`src/rtl/stable_match_sched.sv`:
```
// stable_match_sched: round-robin scheduler issuing one eligible free man per proposal, with convergence and runaway detection
module stable_match_sched #(
    parameter int M       = 8,
    parameter int Km      = 8,
    parameter int TIMEOUT = 255,
    localparam int LOGM   = $clog2(M),
    localparam int CW     = $clog2(M * Km + 1),
    localparam int TW     = $clog2(TIMEOUT + 1)
) (
    input  logic            clk,
    input  logic            rst,
    input  logic            start,
    input  logic [M-1:0]    m_free,
    input  logic [M-1:0]    m_exhausted,
    output logic            prop_valid,
    output logic [LOGM-1:0] prop_m,
    input  logic            prop_ready,
    input  logic            prop_done,
    output logic            busy,
    output logic            done,
    output logic            err,
    output logic [CW-1:0]   prop_cnt
);
    typedef enum logic [2:0] {IDLE, SCAN, ISSUE, WAIT, SETTLE, DONE, ERROR} state_t;

    state_t          r_state;
    logic [LOGM-1:0] r_ptr;
    logic [LOGM-1:0] r_prop_m;
    logic [CW-1:0]   r_cnt;
    logic [TW-1:0]   r_wait;
    logic            r_valid;
    logic            r_busy;
    logic            r_done;
    logic            r_err;
    logic [M-1:0]    w_elig;
    logic [LOGM-1:0] w_pick;

    function automatic logic [LOGM-1:0] wrap_add(input logic [LOGM-1:0] a, input int k);
        int s;
        s = int'(a) + k;
        return LOGM'(s >= M ? s - M : s);
    endfunction

    assign w_elig = m_free & ~m_exhausted;

    // descending offsets so the candidate nearest the pointer is written last and wins
    always_comb begin
        w_pick = '0;
        for (int k = M - 1; k >= 0; k--)
            w_pick = w_elig[wrap_add(r_ptr, k)] ? wrap_add(r_ptr, k) : w_pick;
    end

    always_ff @(posedge clk) begin
        if (!rst) begin
            r_state  <= IDLE;
            r_ptr    <= '0;
            r_prop_m <= '0;
            r_cnt    <= '0;
            r_wait   <= '0;
            r_valid  <= 1'b0;
            r_busy   <= 1'b0;
            r_done   <= 1'b0;
            r_err    <= 1'b0;
        end else begin
            case (r_state)
                IDLE, DONE, ERROR: if (start) begin
                    r_done  <= 1'b0;
                    r_err   <= 1'b0;
                    r_cnt   <= '0;
                    r_busy  <= 1'b1;
                    r_state <= SCAN;
                end
                SCAN: if (w_elig == '0) begin
                    r_done  <= 1'b1;
                    r_busy  <= 1'b0;
                    r_state <= DONE;
                end else begin
                    r_prop_m <= w_pick;
                    r_valid  <= 1'b1;
                    r_state  <= ISSUE;
                end
                ISSUE: if (prop_ready) begin
                    r_valid <= 1'b0;
                    if (r_cnt == CW'(M * Km)) begin
                        r_err   <= 1'b1;
                        r_busy  <= 1'b0;
                        r_state <= ERROR;
                    end else begin
                        r_cnt   <= r_cnt + 1'b1;
                        r_ptr   <= wrap_add(r_prop_m, 1);
                        r_wait  <= '0;
                        r_state <= WAIT;
                    end
                end
                WAIT: if (prop_done) begin
                    r_state <= SETTLE;
                end else if (r_wait == TW'(TIMEOUT)) begin
                    r_err   <= 1'b1;
                    r_busy  <= 1'b0;
                    r_state <= ERROR;
                end else begin
                    r_wait <= r_wait + 1'b1;
                end
                SETTLE: r_state <= SCAN;
                default: r_state <= IDLE;
            endcase
        end
    end

    assign prop_valid = r_valid;
    assign prop_m     = r_prop_m;
    assign busy       = r_busy;
    assign done       = r_done;
    assign err        = r_err;
    assign prop_cnt   = r_cnt;
endmodule

```
`config.mk`:
```
export PLATFORM = sky130hd
export DESIGN_NAME = stable_match_sched
export DESIGN_NICKNAME = d
export VERILOG_FILES = /design/src/rtl/stable_match_sched.sv
export SDC_FILE = /design/constraint.sdc
export NUM_CORES = 1
export LEC_CHECK = 0
export ABC_CLOCK_PERIOD_IN_PS = 3100
export CAP_MARGIN = 20
export CORE_MARGIN = 5
export CORE_UTILIZATION = 55
export CTS_BUF_LIST = sky130_fd_sc_hd__clkbuf_8
export DETAILED_ROUTE_END_ITERATION = 10
export PLACE_DENSITY = 0.81
export SYNTH_ARGS = -nofsm -noshare
export SYNTH_HDL_FRONTEND = slang
export SYNTH_SLANG_ARGS = --single-unit
```
`constraint.sdc`:
```
create_clock -name clk -period 3.1 [get_ports clk]
set_clock_uncertainty 0.2 [all_clocks]
set_input_delay 0.465 -clock clk [delete_from_list [all_inputs] [get_ports clk]]
set_output_delay 0.465 -clock clk [all_outputs]
set_load 0.02 [all_outputs]
```
# ---- After elaboration in Yosys (flattened, before gate mapping)
# Index checks and enable logic that the tools add are counted.
dict set report word_totals {
  reg_bits 28
  input_bits 21
}
dict set report classes {
  add_sub_neg 19
  magnitude_cmp 17
  eq_ne 18
  mux 67
  n_bitwise 4
  reduce_logical 18
}
# cell count
set ops {}
lappend ops {{$mux 3} 23}
lappend ops {{$ge 4x4->1 const B} 8}
lappend ops {{$lt 3x4->1 const B} 8}
lappend ops {{$mux 8} 4}
lappend ops {{$sub 3x1->3 const B} 9}
lappend ops {{$bmux 1 s3} 8}
lappend ops {{$mux 1} 22}
lappend ops {{$mux 7} 3}
lappend ops {{$ne 2x2->1 const B} 9}
lappend ops {{$add 3x3->4 const B} 4}
lappend ops {{$pmux 8 s2} 1}
lappend ops {{$pmux 3 s5} 1}
lappend ops {{$pmux 7 s2} 1}
lappend ops {{$reduce_and 3->1} 4}
lappend ops {{$eq 3x3->1 const B} 3}
lappend ops {{$add 3x1->4 const B} 2}
lappend ops {{$add 3x2->4 const B} 2}
lappend ops {{$add 8x1->8 const B} 1}
lappend ops {{$and 8x8->8} 1}
lappend ops {{$eq 8x8->1 const B} 1}
lappend ops {{$logic_not 8->1} 1}
lappend ops {{$not 8->8} 1}
lappend ops {{$reduce_bool 2->1} 4}
lappend ops {{$add 7x1->7 const B} 1}
lappend ops {{18 further kinds} 21}

# ---- Depth between registers and ports, before layout
dict set report logic_depth {
  ltp_word 13
  mapped_depth 11
  depth_no_buf 9
}

# ---- Least setup slack after synthesis
# Ideal clock, no wire load.
dict set report synth_path {
  path_type {register -> register}
  from {register r_ptr[1]}
  to {register r_prop_m[1] (netlist: prop_m[1])}
  setup_time_ns 0.070
  t_arrival_ns 2.572
  t_required_ns 2.830
  slack_ns 0.258
  stages_incl_launch_ff 10
  period_less_slack_ns 2.842
  path_cell_list {dfxtp_1 clkinv_1 ha_1 clkbuf_1 mux4_2 mux2i_4 nor2_2 o31ai_1 or4b_1 o2bb2ai_1}
}
dict set report synth_between {
  elab_chain_len 13
}
# element line_no
set synth_rtl {}
lappend synth_rtl {{from (decl)} 27} ;# logic [LOGM-1:0] r_ptr;
lappend synth_rtl {{from (signal assigned)} 90} ;# r_ptr <= wrap_add(r_prop_m, 1);
lappend synth_rtl {{$add 3x3->4} 40} ;# s = int'(a) + k;
lappend synth_rtl {{$ge 4x4->1 or $sub 3x1->3 (tied branches)} 41} ;# return LOGM'(s >= M ? s - M : s);
lappend synth_rtl {{$mux 3} 41}
lappend synth_rtl {{$bmux 1 s3} 50} ;# w_pick = w_elig[wrap_add(r_ptr, k)] ? wrap_add(r_ptr, k) : w_pick;
lappend synth_rtl {{$mux 1 (implied by the code)} 50}
lappend synth_rtl {{$mux 3 (7 in a row)} 50}
lappend synth_rtl {{$mux 3 (*)} 50}
lappend synth_rtl {{to (signal assigned)} 78} ;# r_prop_m <= w_pick;
lappend synth_rtl {{to (decl)} 28} ;# logic [LOGM-1:0] r_prop_m;
# Mark *: on every way between the ends. The rest lies on a longest branch, timed or not. The select of a mux whose other input is x is not followed.
# A chain may end at the register's enable or synchronous reset.

# ---- Worst setup path in the final report
dict set report layout_path {
  from {register r_ptr[0]}
  to {register r_prop_m[1] (netlist: prop_m[1])}
}
# The elaborated chain is that of the path after synthesis.

==> results.md <==
- The synthesized design devotes to its leading area cell type 24.2% of total area.
- For this run, the slowest stage of the critical path takes 0.45 ns.
- The count of buffers added on input and output ports is 34.
- The pin count of the biggest net entering global routing is 16.
- Once layout is complete, the utilization of the core stands at 69.3%.
- At the worst endpoint, the required time is 3.10 ns.
- Synthesis produced a netlist whose cell count is 281.
- The post-detailed-route DRC marker count is 0.
- Setup repair after global routing left no endpoint under its margin.
- By area, the combinational part of the netlist is dominated by simple AND/OR/NAND/NOR gates.
- The clock share of power is 12.2%.
- The number of warnings reported in the yosys synthesis log is 0.
- The relative max-transition margin is 45.7%.
- In this run, the number of DRC markers left after iteration 0 of detailed routing was 182.
- Of all flip-flops after synthesis, the portion carrying an async set or reset was 0%.
- 35 I/O pins were placed.
- In this run the remaining antenna-violating nets after routing total 0.
- The share of the Yosys chip area taken by registers is 24.2%.
- After detailed placement, the design holds a cell count of 367.
- The critical setup path kind is reg -> reg.
- After synthesis the cells add up to 2320 um2.
- TritonCTS built the clock tree.
- Clock-pin slew was measured on the worst setup and hold paths at 0.09 ns.
- The share of final-layout standard cells stronger than drive strength 1 is 10.9%.
- After floorplanning, the core was divided into 23 placement rows.
- The clock net in this run drives a total of 28 sinks.
- After filler insertion, the fill cell instance count of the layout stands at 344.
- Summed over all nets, the switching power comes to 0.656 mW.
- After synthesis, the mean cell area works out to 8.25 um2.
- The power share of the combinational group is 56.1%.
- The first detailed-routing pass took 5 iterations.
- For this configuration, the core starts out at a cell density of 57.1%.
- The maximum fanout along the worst path is 8.
- The share of synthesized cell area in and, or, nand and nor gates is 29.4%.
- After floorplanning, the core was sized to cover 4060 um2.
- The complex-gate fraction of the synthesized area is 18.2%.
- The timing-limited maximum frequency is 357 MHz.
- The worst-case IR drop observed on VDD is 275 uV.
- The area added between synthesis and finish is 21.2%.
- The data arrival time of the worst path is 2.81 ns.
- The number of hold buffers added after CTS was 0.
- The die is 74.9 um wide.
- 0 antenna diodes ended up in the layout.
- The first global-routing pass estimated 9540 um of wire.
- The leading cell type in the layout, fill and taps excluded is sky130_fd_sc_hd__nor2_1.
- The number of global-route vias before repair is 2077.
- Traced cell by cell, the critical path runs through inv_6 > ha_1 > inv_1 > mux4_2 > mux2i_4 > nor2_2 > o31ai_1 > or4b_1 > o2bb2ai_1.
- After routing, the total negative slack on setup checks comes to 0 ns.
- The multiplexer area fraction after synthesis is 14.9%.
- STA classifies the critical path endpoint as a flop.
- Ranked by total cell area, the synthesized netlist is headed by sky130_fd_sc_hd__dfxtp_1 (24%), sky130_fd_sc_hd__mux4_2 (6.8%), sky130_fd_sc_hd__nor2_1 (5.7%), sky130_fd_sc_hd__nand2_1 (4.9%), sky130_fd_sc_hd__a21oi_1 (4.5%).
- The mean number of vias per cell is 6.24.
- The routed layout has 2310 vias.
- The slowest stage of the critical path belongs to the cell sky130_fd_sc_hd__or4b_1.
- The total congestion overflow after global routing is 0.
- Summing the areas of all fa, ha and maj instances in the mapped netlist gives 3.24% of the synthesized area.
- The flow ran to the end, and the final reports show no timing, DRC or antenna violations.
- The die area is 5610 um2.
- The total clock buffers created by CTS is 3.
- The fraction of power consumed by sequential logic is 31.7%.
- The tightest hold path in the finished design has a slack of 0.261 ns.
- For this design the static power due to leakage is 1.03 nW.
- The longest clock path from root to sink contains 2 buffers.
- The synthesized design contains 0 enable-type register cells.
- The library cell with the largest summed area after synthesis is sky130_fd_sc_hd__dfxtp_1.
- The final critical path takes up 90.4% of the cycle.
- The number of distinct library cells after synthesis is 62.
- The class of the most critical hold timing path is reg -> reg.
- The number of failing hold endpoints at the final stage is 0.
- The fraction of power spent switching nets is 42.1%.
- The total routing usage reported by global routing is 21.7%.
- The worst-margin pin slew is 0.805 ns.
- After detailed routing, the average wire length per cell comes to 15.9 um.
- After legalization and detailed placement, the total HPWL measured 4620 um.
- The combined area of the multi-input logic cells is 1670 um2.
- STA classifies the critical path startpoint as a flop.
- The master cell of the clock root buffer is sky130_fd_sc_hd__clkbuf_8.
- The tool flagged a number of max-cap violations equal to 0.
- The count of nets after finishing is 349.
- For this run, the leading register cell type out of synthesis is sky130_fd_sc_hd__dfxtp_1.
- The post-layout instance count excluding filler cells is 370.
- Setup violations remaining at the end of the flow were counted as 0.
- Counting I/O delays and the setup requirement, the final critical path takes 2.80 ns.
- The number of setup buffers added after CTS is 0.
- The power per standard cell area is 554 nW/um2.
- The initial antenna violation count is 0.
- The congestion estimate from routability-driven global placement came to 0.956.
- In the layout the commonest cells are sky130_fd_sc_hd__nor2_1 (35), sky130_fd_sc_hd__clkdlybuf4s50_1 (34), sky130_fd_sc_hd__nand2_1 (30).
- The internal power of the cells totals 0.901 mW.
- After synthesis the netlist holds a flip-flop and latch count of 28.
- The die is 74.9 um tall.
- Summing all flip-flop and latch instances after layout gives 561 um2.
- The insertion delay to the later sink of the worst-skew pair is 0.27 ns.
- Post-CTS repair changed the size of 0 cells.
- The total wire length after detailed routing is 5870 um.
- The synthesized netlist devotes 6.04% of its cell area to XOR and XNOR gates.
- The number of nets produced by synthesis is 308.
- The final count of pins violating max slew is 0.
- The number of H-tree branching levels is 1.
sequential cells by signal (all words and copies together) (netlist names):
signal	count
busy	1
done	1
err	1
prop_cnt	7
prop_m	3
prop_valid	1
r_ptr	3
r_state	3
r_wait	8
metrics by stage:
stage          worst slack, ns  area [um2]  power [mW]
4_1_cts                  0.325        2810        1.55
2_1_floorplan            0.258        2320        1.10
5_1_grt                  0.206        2810        1.67
6_report                 0.297        2810        1.56
3_3_place_gp             0.145        2770        1.33
3_5_place_dp            0.0681        2770        1.35
per-layer routing:
layer	up-vias	global-route usage, %	share of wire, %
met4	0	5.73	1.9
li1	1117	-	-
met5	-	0	0
met1	1057	29.1	43
met2	118	35.6	46
met3	18	4.41	8.8
logic make-up after synthesis:
| kind of cell | after synthesis |
|---|---|
| adder cells (fa/ha/maj) | 6 |
| multiplexers | 19 |
| flip-flops | 28 |
| XOR/XNOR | 16 |
| buffers and inverters | 21 |
| AO/OA/AOI/OAI | 63 |
| AND/OR/NAND/NOR | 128 |
power by group through the flow:
stage               registers, mW  clock network [mW]  logic [mW]
global route                0.503               0.210       0.952
detailed placement          0.501                   0       0.850
floorplan                   0.494                   0       0.608
finish                      0.493               0.190       0.873
CTS                         0.492               0.195       0.860
global placement            0.501                   0       0.834
layout make-up:
type | instances | share of cell area, %
repair buffers | 47 | 15.6
clock buffers | 3 | 1.47
well taps | 50 | 2.23
flip-flops and latches | 28 | 19.9
inverters | 10 | 1.51
multi-input cells | 232 | 59.3
synth_stat cells, types with 2 or more instances:
library cell                instances
sky130_fd_sc_hd__o2111ai_1          2
sky130_fd_sc_hd__a211oi_1           3
sky130_fd_sc_hd__mux4_1             3
sky130_fd_sc_hd__o31ai_1            2
sky130_fd_sc_hd__xor2_1            10
sky130_fd_sc_hd__nand2b_1           9
sky130_fd_sc_hd__inv_1              8
sky130_fd_sc_hd__nor4bb_1           3
sky130_fd_sc_hd__a21oi_1           21
sky130_fd_sc_hd__o21ai_0           12
sky130_fd_sc_hd__a31oi_1            2
sky130_fd_sc_hd__ha_1               6
sky130_fd_sc_hd__nor2_1            35
sky130_fd_sc_hd__a22oi_1            2
sky130_fd_sc_hd__dfxtp_1           28
sky130_fd_sc_hd__mux2_2             5
sky130_fd_sc_hd__clkbuf_1           9
sky130_fd_sc_hd__mux4_2             7
sky130_fd_sc_hd__nand4b_1           3
sky130_fd_sc_hd__nand3_1           10
sky130_fd_sc_hd__nor4_1             2
sky130_fd_sc_hd__nand4_1            5
sky130_fd_sc_hd__nor4b_1            6
sky130_fd_sc_hd__nand2_1           30
sky130_fd_sc_hd__o211ai_1           3
sky130_fd_sc_hd__nor3b_1            3
sky130_fd_sc_hd__xnor2_1            6
sky130_fd_sc_hd__nor2b_1           10
sky130_fd_sc_hd__mux2i_1            3
final timing paths:
path / end / from / depth (start not counted) / slack (ns)
worst max register to register: prop_m[1]$_SDFFE_PN0P_ / r_ptr[0]$_SDFFE_PN0P_ / 9 / 0.30
worst max-delay path: prop_m[1]$_SDFFE_PN0P_ / r_ptr[0]$_SDFFE_PN0P_ / 9 / 0.30
worst min register to register: prop_valid$_SDFFE_PN0P_ / prop_valid$_SDFFE_PN0P_ / 2 / 0.26
worst min-delay path: prop_valid$_SDFFE_PN0P_ / prop_valid$_SDFFE_PN0P_ / 2 / 0.26
worst max-delay path, delay by kind of cell (launching register included):
| family | cells | cell delay [ns] |
|---|---|---|
| AOI/OAI and AO/OA | 2 | 0.37 |
| muxes | 2 | 0.61 |
| and+or+nand+nor | 2 | 0.50 |
| DFF | 1 | 0.41 |
| adders and majority gates | 1 | 0.35 |
| buffers and inverters | 2 | 0.30 |
Note: power is estimated with default switching activity, not from simulation.
==> RTL change 1 (config.mk and constraints unchanged) <==
Reset style: asynchronous (`rst`), changed in one clocked block.
--- a/src/rtl/stable_match_sched.sv
+++ b/src/rtl/stable_match_sched.sv
@@ -52,3 +52,3 @@
 
-    always_ff @(posedge clk) begin
+    always_ff @(posedge clk or negedge rst) begin
         if (!rst) begin
Function: differs if rst is asserted again (counterexample within 4 cycles, from zero or initial values and one cycle with rst low); with rst held inactive, the same outputs for 4 cycles.
==> RTL change 1 against the unedited design <==
  * Setup slack got worse by 29 ps
  * Hold slack improved by 55 ps
  * Sequential power increased by 36%
  * Non-clock buffer count decreased by 6
  * Synthesized area increased by 1.9%
  * Wire length decreased by 1.2%
  * Design area increased by 1.0%
  * Sequential cell count unchanged
  * Power increased by 72%
  * Synthesized cell count decreased by 7.1%
==> RTL change 1: results (changes against the unedited design) <==
Status
  • Status: complete, no violations

Placed design
  • Placed cells: 340 (-7.4%)
  • Dpl hpwl: 4459 um (-3.4%)
  • Worst slack at placement: 241.5 ps (+173.4 ps)

Timing
  • Final period util: 0.9134 (+0.009303)

Setup path
  • Crit path max-delay cell type: mux4_2
  • Critical path arrival: 2830 ps (+20 ps)
  • Crit-path max cell delay: 610 ps (+160 ps)
  • Largest fanout on the critical path: 7 (-1)

Logic synthesis
  • Top cells by area, synth: dfrtp_1 (30%), mux4_2 (6.7%), mux2i_1 (4.7%)
  • Commonest cells post-synth: dfrtp_1 (28), nor2_1 (22), o21ai_0 (19), nand2b_1 (14)
  • Syn nets: 289 (-6.2%)
  • Post-synthesis sequential area ratio: 0.2965 (+0.05468)
  • Asr flop ratio synth: 1.000 (+1.000)

Route
  • Via-to-Cell Ratio: 6.346 (+1.6%)
  • Length of routed met2 wiring: 2817 um (+3.9%)
  • WL final: 5800 um (-1.2%)
  • First-pass detailed-route iteration total: 4 (-1)
  • Average wire per standard cell: 16.86 um (+6.2%)
  • WL met3: 355 um (-31%)
  • DR iter-0 viols: 106 (-42%)

Power
  • Peak supply drop: 0.0005945 V (+120%)
  • Leak: 1.142 nW (+11%)

GRT
  • Largest net degree at the start of global routing: 29 (+13)
  • Total gr overflow: 0 (unchanged)
  • Vias in the first global route: 2143 (+3.2%)

CTS
  • Resized cells post-CTS: 0 (unchanged)
  • Root Buffer: clkbuf_8

Finish
  • Fin nets: 323 (-7.4%)
  • Ratio of cells with drive above 1 in the final layout: 0.1020 (-0.007334)
[RTL change 1: cell types whose count changed after synthesis, sizes merged, moves of 5 or more]
cell	before	now
a21oi	21	13
nor4b	6	1
nand4	5	10
nand2	30	13
nand2b	9	14
o21ai	12	21
nor2	36	22
nor3	1	6
dfxtp	28	0
inv	9	14
mux2i	4	11
nand3	10	4
dfrtp	0	28
[RTL change 1: kinds of logic (layout without fill, tap and decap cells)]
kind of cell,after synthesis,after routing,share of synthesized area
simple gates,94,94,0.2202
compound gates,71,71,0.2102
flops,28,28,0.2965
buf+inv,26,59,0.04394
mux,24,24,0.1482
xor+xnor,11,11,0.04077
fa+ha+maj,7,7,0.04023
[RTL change 1: path summary, 6_finish.rpt]
kind,start,to,cells past startpoint
setup / recovery,r_ptr[0],prop_m[0],8
hold / removal,err,err,1
setup reg to reg,r_ptr[0],prop_m[0],8
hold reg to reg,err,err,1
max in group asynchronous,rst,r_ptr[2],2
min in group asynchronous,rst,prop_valid,2
[RTL change 1: worst register-to-register path, cell delays in order (launching register included)]
cell     delay (ps)
dfrtp_1         400
inv_2           160
ha_1            340
inv_1           230
mux4_2          610
mux2i_1         330
a21oi_1         120
a21oi_1         190
mux2i_1         200
[RTL change 1: metal layers]
layer	global-route usage	vias to the layer above
met2	0.3768	81
met1	0.2831	1037
met3	0.03430	14
li1	-	1051
met5	0	-
met4	0.08350	0
[RTL change 1: power breakdown]
part | switching, W | internal [W]
sequential | 0.000187 | 0.000483
clock | 0.000114 | 0.000173
combinational | 0.000924 | 0.000805
[RTL change 1: final cells by class]
cell class                      instances  area (um^2)
Clock buffer                            3        41.29
Clock inverter                          1        30.03
Fill cell                             337         1247
Inverter                               14        52.55
Multi-Input combinational cell        207         1559
Sequential cell                        28        700.7
Tap cell                               50        62.56
Timing Repair Buffer                   41        392.9
[RTL change 1: per-stage QoR]
step / hold slack (ps) / area, um^2 / utilization
2_1_floorplan: -30.59 / 2364 / -
3_3_place_gp: 290.7 / 2768 / 0.6773
3_5_place_dp: 299.9 / 2768 / 0.6773
4_1_cts: 320.4 / 2839 / 0.6947
5_1_grt: 345.9 / 2839 / 0.6947
6_report: 316.5 / 2839 / 0.6947
==> RTL change 2 (same settings) <==
Made on the original files. `TIMEOUT`: 255 -> 510.
--- a/src/rtl/stable_match_sched.sv
+++ b/src/rtl/stable_match_sched.sv
@@ -4,3 +4,3 @@
     parameter int Km      = 8,
-    parameter int TIMEOUT = 255,
+    parameter int TIMEOUT = 510,
     localparam int LOGM   = $clog2(M),
Behaviour: same outputs for any inputs over 4 cycles, from zero or initial values and one cycle with rst low; that may be too few to reach the edited logic, so the function may still have changed.
==> RTL change 2 against the unedited design <==
  * Synthesized area is 13% higher
  * Setup slack better by 12 ps
  * Wire length is 14% higher
  * Sequential cell count is 1 higher
  * Critical endpoint is now prop_m[0]
  * Design area is 10% higher
  * Count of clock-buffer cells in the layout is 2 higher
  * Final cell count is 6.8% higher
  * Power is 24% lower
  * Global-route usage is 0.73 points higher
  * Die area is 12% higher
  * Largest cell class unchanged
  * Via count is 7.7% higher
==> RTL change 2: results (changes against the unedited design) <==
GRT
  • Grt met1 use: 0.3013 (+0.01009)
  • Vias in the first global route: 2421 (+17%)
  • Largest net degree at the start of global routing: 20 (+4)
  • Met3 usage: 0.05556 (+0.01150)
  • First-pass GRT wire length: 11290 um (+18%)

CTS
  • Clk slew on worst S/H paths: 60 ps (-30 ps)
  • Htree depth: 2 (+1)

Power
  • Leak: 1.124 nW (+9.5%)

Status
  • Status: complete, no violations

Finish
  • Fin nets: 368 (+5.4%)
  • Largest register FFs: 9 (+1)
  • Final std cells w/o fill: 395 (+6.8%)
  • Ratio of cells with drive above 1 in the final layout: 0.1202 (+0.01086)
  • Filler cells: 408 (+19%)

Setup path
  • Largest fanout on the critical path: 19 (+11)
  • RR Endpoint: prop_m[0]
  • Worst setup path end: prop_m[0]
  • Reg2Reg Depth: 8 (-1)
  • Data required, critical path: 3090 ps (about the same)

Route
  • First-pass detailed-route iteration total: 4 (-1)
  • WL final: 6689 um (+14%)
  • DR iter-0 viols: 175 (-3.8%)
  • Via-to-Cell Ratio: 6.296 (+0.85%)

Logic synthesis
  • Avg Inst Size Synth: 8.591 um^2 (+4.1%)
  • Synth cell types: 66 (+6.5%)
  • Post-synthesis sequential area ratio: 0.2208 (-0.02092)
  • Top cells by area, synth: dfxtp_1 (22%), mux4_2 (10%), mux2i_1 (7.2%)
  • Adder-cell area share of the yosys netlist: 0.03332 (+0.0009375)
  • Commonest cells post-synth: dfxtp_1 (29), nand2_1 (27), nor2_1 (22), mux2i_1 (19), a21oi_1 (16)

Placed design
  • Worst slack at placement: 177.4 ps (+109.2 ps)
  • Dpl hpwl: 5149 um (+12%)
  • Placer Congestion: 0.9887 (+3.5%)

Timing
  • Max Clock Freq: 358.3 MHz (+0.41%)

Worst hold path
  • Hold Path Class: flop to flop
[RTL change 2: report_power, final]
part           internal (W)  leakage [nW]  total (W)  switching [W]
clock network      0.000149        0.0519   0.000284       0.000135
registers          0.000397         0.235   0.000440      0.0000429
logic              0.000215         0.837   0.000457       0.000243
[RTL change 2: layer usage]
metal | wire length [um] | vias to the layer above
met5 | 0 | -
met4 | 64 | 0
met2 | 3137 | 81
li1 | - | 1209
met3 | 463 | 9
met1 | 3023 | 1188
[RTL change 2: critical path, cell delays in order (launching register included)]
cell	delay (ps)
dfxtp_1	330
buf_4	270
inv_1	100
ha_1	260
xnor2_1	440
mux4_2	590
o211ai_1	200
a2111oi_1	110
nor3_1	200
[RTL change 2: kinds of logic (layout without fill, tap and decap cells)]
kind of cell	count (synthesis)	after routing
AOI/OAI and AO/OA	68	68
xor gates and xnor gates	11	11
adders and majority gates	7	7
buffers and inverters	32	67
DFF	29	29
muxes	36	36
and+or+nand+nor	123	123
[RTL change 2: layout make-up]
class,instances,area (um^2),area share
clock inverters,3,11.26,0.003629
flip-flops and latches,29,580.6,0.1871
inverters,15,56.30,0.01815
repair buffers,44,415.4,0.1339
well taps,54,67.56,0.02177
multi-input cells,245,1903,0.6133
clock buffers,5,68.82,0.02218
[RTL change 2: how the worst min path moves through the flow]
stage,cells after the start,startpoint,endpoint,slack (ps)
5_1_grt,2,prop_cnt[5],prop_cnt[5],310
2_1_floorplan,2,r_wait[8],r_wait[8],270
3_3_place_gp,2,prop_cnt[5],prop_cnt[5],260
3_5_place_dp,2,prop_cnt[5],prop_cnt[5],280
4_1_cts,2,prop_cnt[5],prop_cnt[5],280
6_report,2,prop_cnt[5],prop_cnt[5],280
